$ cat config.mk
export PLATFORM = sky130hd
export DESIGN_NAME = conv_unit_sched
export DESIGN_NICKNAME = d
export VERILOG_FILES = /design/src/rtl/conv_unit_sched.sv
export SDC_FILE = /design/constraint.sdc
export NUM_CORES = 1
export LEC_CHECK = 0
export BUFFER_PORTS_ARGS = -buffer_cell sky130_fd_sc_hd__buf_2
export CORE_MARGIN = 5
export CORE_UTILIZATION = 48
export CTS_CLUSTER_DIAMETER = 80
export CTS_CLUSTER_SIZE = 25
export DETAILED_ROUTE_END_ITERATION = 7
export GPL_TIMING_DRIVEN = 0
export PLACE_DENSITY = 0.8
export SLEW_MARGIN = 20
export SYNTH_ARGS = -nofsm -noshare
export SYNTH_HDL_FRONTEND = slang
export SYNTH_SLANG_ARGS = --single-unit
$ cat constraint.sdc
create_clock -name clk -period 2.8 [get_ports clk]
set_clock_uncertainty 0.2 [all_clocks]
set_input_delay 0.56 -clock clk [delete_from_list [all_inputs] [get_ports clk]]
set_output_delay 0.56 -clock clk [all_outputs]
set_load 0.05 [all_outputs]
$ cat src/rtl/conv_unit_sched.sv
// conv_unit_sched: round-robin scheduler sharing one reverse-conversion
// correction unit (group decoder + fixed-latency shift/ALU pipeline)
// between two requesters, each allowed one outstanding op.
module conv_unit_sched #(
    parameter int unsigned N   = 3,
    parameter int unsigned LAT = 2
) (
    input  logic             clk,
    input  logic             rst_n,
    input  logic             flush,
    // request channel 0
    input  logic             req0_valid,
    output logic             req0_ready,
    input  logic [2*N+1:0]   req0_a,
    input  logic [2*N+1:0]   req0_b,
    // request channel 1
    input  logic             req1_valid,
    output logic             req1_ready,
    input  logic [2*N+1:0]   req1_a,
    input  logic [2*N+1:0]   req1_b,
    // shared group decoder
    output logic [2*N+1:0]   dec_a,
    output logic [2*N+1:0]   dec_b,
    input  logic [2:0]       dec_sel,
    input  logic [3:0]       dec_aluop,
    input  logic [2:0]       dec_shamt,
    input  logic             dec_shdir,
    // shared datapath
    output logic             dp_issue,
    output logic [2*N+1:0]   dp_a,
    output logic [2*N+1:0]   dp_b,
    output logic [2:0]       dp_sel,
    output logic [3:0]       dp_aluop,
    output logic [2:0]       dp_shamt,
    output logic             dp_shdir,
    input  logic [2*N+1:0]   dp_result,
    // response channel 0
    output logic             rsp0_valid,
    input  logic             rsp0_ready,
    output logic [2*N+1:0]   rsp0_data,
    output logic [2:0]       rsp0_sel,
    // response channel 1
    output logic             rsp1_valid,
    input  logic             rsp1_ready,
    output logic [2*N+1:0]   rsp1_data,
    output logic [2:0]       rsp1_sel,
    // status
    output logic             idle
);

    localparam int unsigned W     = 2 * N + 2;
    localparam int unsigned SEL_W = 3;

    // Arbitration state: per-channel busy and last-granted pointer.
    logic [1:0] r_busy;
    logic       r_rr;

    // Channel of the op currently held in the dp_* registers.
    logic       r_dp_tag;

    // Tag pipe tracking ops inside the datapath; stage LAT-1 is the exit.
    logic [LAT-1:0]       r_pipe_vld;
    logic [LAT-1:0]       r_pipe_tag;
    logic [SEL_W*LAT-1:0] r_pipe_sel;

    logic                 w_elig0;
    logic                 w_elig1;
    logic                 w_gnt0;
    logic                 w_gnt1;
    logic                 w_pick1;
    logic [LAT:0]         w_vld_ext;
    logic [LAT:0]         w_tag_ext;
    logic [SEL_W*LAT+SEL_W-1:0] w_sel_ext;
    logic                 w_exit_vld;
    logic                 w_exit_tag;
    logic [SEL_W-1:0]     w_exit_sel;
    logic                 w_hs0;
    logic                 w_hs1;
    logic [W-1:0]         w_result;

    // Eligibility: free channel with a request; flush blocks all grants.
    assign w_elig0 = req0_valid & ~r_busy[0] & ~flush;
    assign w_elig1 = req1_valid & ~r_busy[1] & ~flush;

    // On contention the channel that did not win last time is granted.
    assign w_gnt0 = w_elig0 & (~w_elig1 | r_rr);
    assign w_gnt1 = w_elig1 & (~w_elig0 | ~r_rr);

    assign req0_ready = w_gnt0;
    assign req1_ready = w_gnt1;

    // Decoder sees the granted pair, or the preferred channel when idle.
    assign w_pick1 = w_gnt1 | (~w_gnt0 & ~r_rr);
    assign dec_a   = w_pick1 ? req1_a : req0_a;
    assign dec_b   = w_pick1 ? req1_b : req0_b;

    // Pipe shift inputs, written so LAT=1 needs no special case.
    assign w_vld_ext = {r_pipe_vld, dp_issue};
    assign w_tag_ext = {r_pipe_tag, r_dp_tag};
    assign w_sel_ext = {r_pipe_sel, dp_sel};

    assign w_exit_vld = r_pipe_vld[LAT-1];
    assign w_exit_tag = r_pipe_tag[LAT-1];
    assign w_exit_sel = r_pipe_sel[SEL_W*LAT-1 -: SEL_W];
    assign w_result   = dp_result;

    assign w_hs0 = rsp0_valid & rsp0_ready;
    assign w_hs1 = rsp1_valid & rsp1_ready;

    assign idle = (r_busy == 2'b00) && (r_pipe_vld == '0);

    // Capture decoded control and operands on grant; issue next cycle.
    always_ff @(posedge clk or negedge rst_n) begin
        if (!rst_n) begin
            dp_issue <= 1'b0;
            r_dp_tag <= 1'b0;
            dp_a     <= '0;
            dp_b     <= '0;
            dp_sel   <= '0;
            dp_aluop <= '0;
            dp_shamt <= '0;
            dp_shdir <= 1'b0;
        end else begin
            dp_issue <= (w_gnt0 | w_gnt1) & ~flush;
            if (w_gnt0 | w_gnt1) begin
                r_dp_tag <= w_gnt1;
                dp_a     <= dec_a;
                dp_b     <= dec_b;
                dp_sel   <= dec_sel;
                dp_aluop <= dec_aluop;
                dp_shamt <= dec_shamt;
                dp_shdir <= dec_shdir;
            end
        end
    end

    // Tag/valid/sel shift pipe aligned with the datapath latency.
    always_ff @(posedge clk or negedge rst_n) begin
        if (!rst_n) begin
            r_pipe_vld <= '0;
            r_pipe_tag <= '0;
            r_pipe_sel <= '0;
        end else begin
            if (flush) begin
                r_pipe_vld <= '0;
            end else begin
                r_pipe_vld <= w_vld_ext[LAT-1:0];
            end
            r_pipe_tag <= w_tag_ext[LAT-1:0];
            r_pipe_sel <= w_sel_ext[SEL_W*LAT-1:0];
        end
    end

    // Busy flags and round-robin pointer.
    always_ff @(posedge clk or negedge rst_n) begin
        if (!rst_n) begin
            r_busy <= 2'b00;
            r_rr   <= 1'b1;
        end else if (flush) begin
            r_busy <= 2'b00;
            r_rr   <= 1'b1;
        end else begin
            if (w_gnt0) begin
                r_busy[0] <= 1'b1;
                r_rr      <= 1'b0;
            end else if (w_hs0) begin
                r_busy[0] <= 1'b0;
            end
            if (w_gnt1) begin
                r_busy[1] <= 1'b1;
                r_rr      <= 1'b1;
            end else if (w_hs1) begin
                r_busy[1] <= 1'b0;
            end
        end
    end

    // Response channel 0: load on pipe exit, hold until handshake.
    always_ff @(posedge clk or negedge rst_n) begin
        if (!rst_n) begin
            rsp0_valid <= 1'b0;
            rsp0_data  <= '0;
            rsp0_sel   <= '0;
        end else if (flush) begin
            rsp0_valid <= 1'b0;
        end else if (w_exit_vld && !w_exit_tag) begin
            rsp0_valid <= 1'b1;
            rsp0_data  <= w_result;
            rsp0_sel   <= w_exit_sel;
        end else if (w_hs0) begin
            rsp0_valid <= 1'b0;
        end
    end

    // Response channel 1: load on pipe exit, hold until handshake.
    always_ff @(posedge clk or negedge rst_n) begin
        if (!rst_n) begin
            rsp1_valid <= 1'b0;
            rsp1_data  <= '0;
            rsp1_sel   <= '0;
        end else if (flush) begin
            rsp1_valid <= 1'b0;
        end else if (w_exit_vld && w_exit_tag) begin
            rsp1_valid <= 1'b1;
            rsp1_data  <= w_result;
            rsp1_sel   <= w_exit_sel;
        end else if (w_hs1) begin
            rsp1_valid <= 1'b0;
        end
    end

    // One outstanding op per channel means a pending response is never overwritten.
    a_no_overwrite: assert property (@(posedge clk) disable iff (!rst_n)
        (w_exit_vld && !flush) |-> !(w_exit_tag ? rsp1_valid : rsp0_valid));

    // At most one grant per cycle.
    a_one_grant: assert property (@(posedge clk) disable iff (!rst_n)
        !(w_gnt0 && w_gnt1));

endmodule

==> results_dict.tcl <==
set metrics [dict create \
    power_mw 3.88 \
    min_from "r_pipe_sel[1]$_DFF_PN0_" \
    utilization 0.682 \
    r2r_start "r_busy[1]$_DFFE_PN0P_" \
    slew_violations 0 \
    hold_path.class "register to register" \
    initial_core_util 0.495 \
    fill_cells 474 \
    die_h_um 90.9 \
    p_per_area_mw_per_mm2 898 \
    placement.cell_area_mm2 0.00391 \
    syn_nets 305 \
    dieWidth_um 90.9 \
    clk-insertion-delay-late_ns 0.33 \
    status "finished clean" \
    critical_path_class "register to primary output" \
    fin_area_mm2 0.00433 \
    endpoint_kind "primary output" \
    yosysTopAreaCell "dfrtp_1" \
    fmax_mhz 358 \
    track_usage 0.205 \
    cp-start-kind "register" \
    mostFrequentLayoutCell "buf_2" \
    rsz0062_at_grt "true" \
    htreeDepth 3 \
    cts.sinks 66 \
    p_sw_frac 0.437 \
    dpl.hpwl_mm 6.04 \
    dr.first_iter.drc_count 114 \
    fin_crit_sh 0.999 \
    cts_tree "done" \
    cp.required_ns 2.04 \
    layout.nets 449 \
    drive_above_1_share 0.545 \
    netlist.area_leader.share 0.518 \
    yosysWarnings 0 \
    whs_endpoint "r_pipe_sel[4]$_DFF_PN0_" \
    p_switching_mw 1.70 \
    r2r_cells 5 \
    antenna_found_initial 0 \
    avgSynthCellArea_um2 12.7 \
    maxCapViolCount 0 \
    cts-root-buf "clkbuf_8" \
    multi_input_area_mm2 0.00127 \
    relSlewSlack 0.671 \
    drt_pass1_iterations 4 \
    seq_area_frac_synth 0.526 \
    synth_seq_cells 66 \
    clk_pin_slew_ns 0.08 \
    ioPinCount 129 \
    synth_cell_type_count 28 \
    power_frac_comb 0.434 \
    synthFlopType "dfrtp_1" \
    power.share.clock 0.231 \
    synth_edf_count 0 \
    num_antenna_cells 0 \
    rrSetupSlack_ns 0.77 \
    vias_per_cell 5.37 \
    vias 2541 \
    area_delta_synth_final_pct 37.7 \
    place_congestion 0.841 \
    dieArea_mm2 0.00827 \
    timing_hold_violations_final 0 \
    register_area_mm2 0.00165 \
    drc 0 \
    coreArea_mm2 0.00635 \
    crit_arrival_ns 2.04 \
    ant_nets 0 \
    layout_common_cells "buf_2, dfrtp_1, inv_1, mux2_2" \
    grt_pass1_wl_mm 13.6 \
    p_seq_frac 0.335 \
    synth-async-reset-ratio 1.00 \
    cp_max_fo 6 \
    synth_cells 247 \
    grt_overflow 0 \
    cts_buffer_depth 2 \
    min_path_cells 0 \
    ys_top_cells_by_area "dfrtp_1, mux2_2, a2111o_1" \
    wl_mm 8.28 \
    timing.rr.end "dp_sel[0]$_DFFE_PN0P_" \
    wire_per_inst_um 17.5 \
    syn_area_mm2 0.00314 \
    portBuffers 127 \
    final-setup-viol-count 0 \
    period_needed_ns 2.80 \
    power.internal_mw 2.19 \
    grt_max_degree 55 \
    grt_pass1_vias 2698 \
    cts_buffers 9 \
    rows 29 \
    vdd_drop_max_v 0.000660 \
    power.leakage_nw 2.18 \
    tightest_slew_ns 0.493 \
]
[critical path, stage by stage (launching register included)]
cell and delay (ns):
dfstp_2 0.59, nor3b_4 0.07, o32ai_4 0.36, buf_6 0.20, mux2_4 0.32, buf_8 0.15
[area by class of cell]
type / instances / area share
plain buffers: 20 / 0.0246
multi-input cells: 126 / 0.294
well taps: 77 / 0.0223
clock buffers: 9 / 0.0286
repair buffers: 134 / 0.196
flip-flops and latches: 66 / 0.382
inverters: 34 / 0.0295
clock inverters: 7 / 0.0231
[synthesized netlist by cell type (2+ instances only)]
library cell and instances:
clkbuf_1 10, dfrtp_1 65, nor2b_1 4, a2111o_1 16, nand2b_1 3, inv_1 33
nor2_1 4, nand2_1 4, buf_6 4, mux2_2 39, nor3b_2 2, mux2_4 10
a31o_2 2, o211ai_1 16, buf_2 7, o2111ai_1 16
[what timing repair did]
| item | CTS | global route |
|---|---|---|
| buffers inserted | 4 | 0 |
| setup endpoints to repair | 16 | 16 |
| hold buffers | 1 | 0 |
| cloned | 1 | 0 |
| resized for setup | 48 | 1 |
| endpoints found under the hold margin | 12 | 0 |
| pin swaps | 2 | 2 |
[worst max-delay path by stage]
stage	endpoint	from	depth (start not counted)	slack [ns]
4_1_cts	dec_b[7]	r_rr$_DFFE_PN1P_	6	-0.07
3_3_place_gp	dec_b[1]	req1_valid	6	-0.06
2_1_floorplan	idle	r_busy[1]$_DFFE_PN0P_	1	0.08
3_5_place_dp	dec_b[1]	req1_valid	6	-0.09
6_report	dec_a[2]	r_rr$_DFFE_PN1P_	5	0.004
5_1_grt	dec_b[7]	r_rr$_DFFE_PN1P_	5	-0.07
[per-layer routing]
metal,routed length (um),share of wire,vias to the layer above,GRT usage
met5,0,0,-,0
met4,153,0.018,0,0.0844
met3,508,0.061,11,0.0467
met2,4110,0.50,97,0.334
met1,3510,0.42,1241,0.263
li1,-,-,1192,-
[kinds of logic after synthesis]
logic type             count (synthesis)  share of synthesized area
DFF                                   66                      0.526
AOI/OAI and AO/OA                     55                      0.165
buffers and inverters                 55                     0.0780
muxes                                 49                      0.187
and+or+nand+nor                       22                     0.0434
[sequential cells by signal, summed over array words and instances (netlist names)]
register    count
rsp1_sel        3
r_busy          2
rsp1_data       8
rsp0_sel        3
r_pipe_tag      2
rsp0_data       8
dp_sel          3
r_pipe_vld      2
rsp1_valid      1
r_rr            1
dp_shamt        3
r_pipe_sel      6
dp_b            8
dp_a            8
dp_issue        1
r_dp_tag        1
dp_aluop        4
rsp0_valid      1
dp_shdir        1
[power by group through the flow]
stage	Combinational [mW]	Clock [mW]	Sequential (mW)
after CTS	1.70	0.914	1.30
after floorplan	0.499	0	2.02
after global routing	1.76	0.959	1.34
after detailed placement	1.62	0	1.32
after global placement	1.59	0	1.31
final	1.68	0.898	1.30
[through the flow]
stage	worst slack [ns]	setup TNS, ns	instances	hold WS, ns
2_1_floorplan	0.0839	0	247	0.0644
3_3_place_gp	-0.0603	-0.555	451	0.134
3_5_place_dp	-0.0924	-0.838	452	0.136
4_1_cts	-0.0675	-0.893	474	0.158
5_1_grt	-0.0736	-0.950	473	0.170
6_report	0.00392	0	473	0.156
Note: power is estimated with default switching activity, not from simulation.
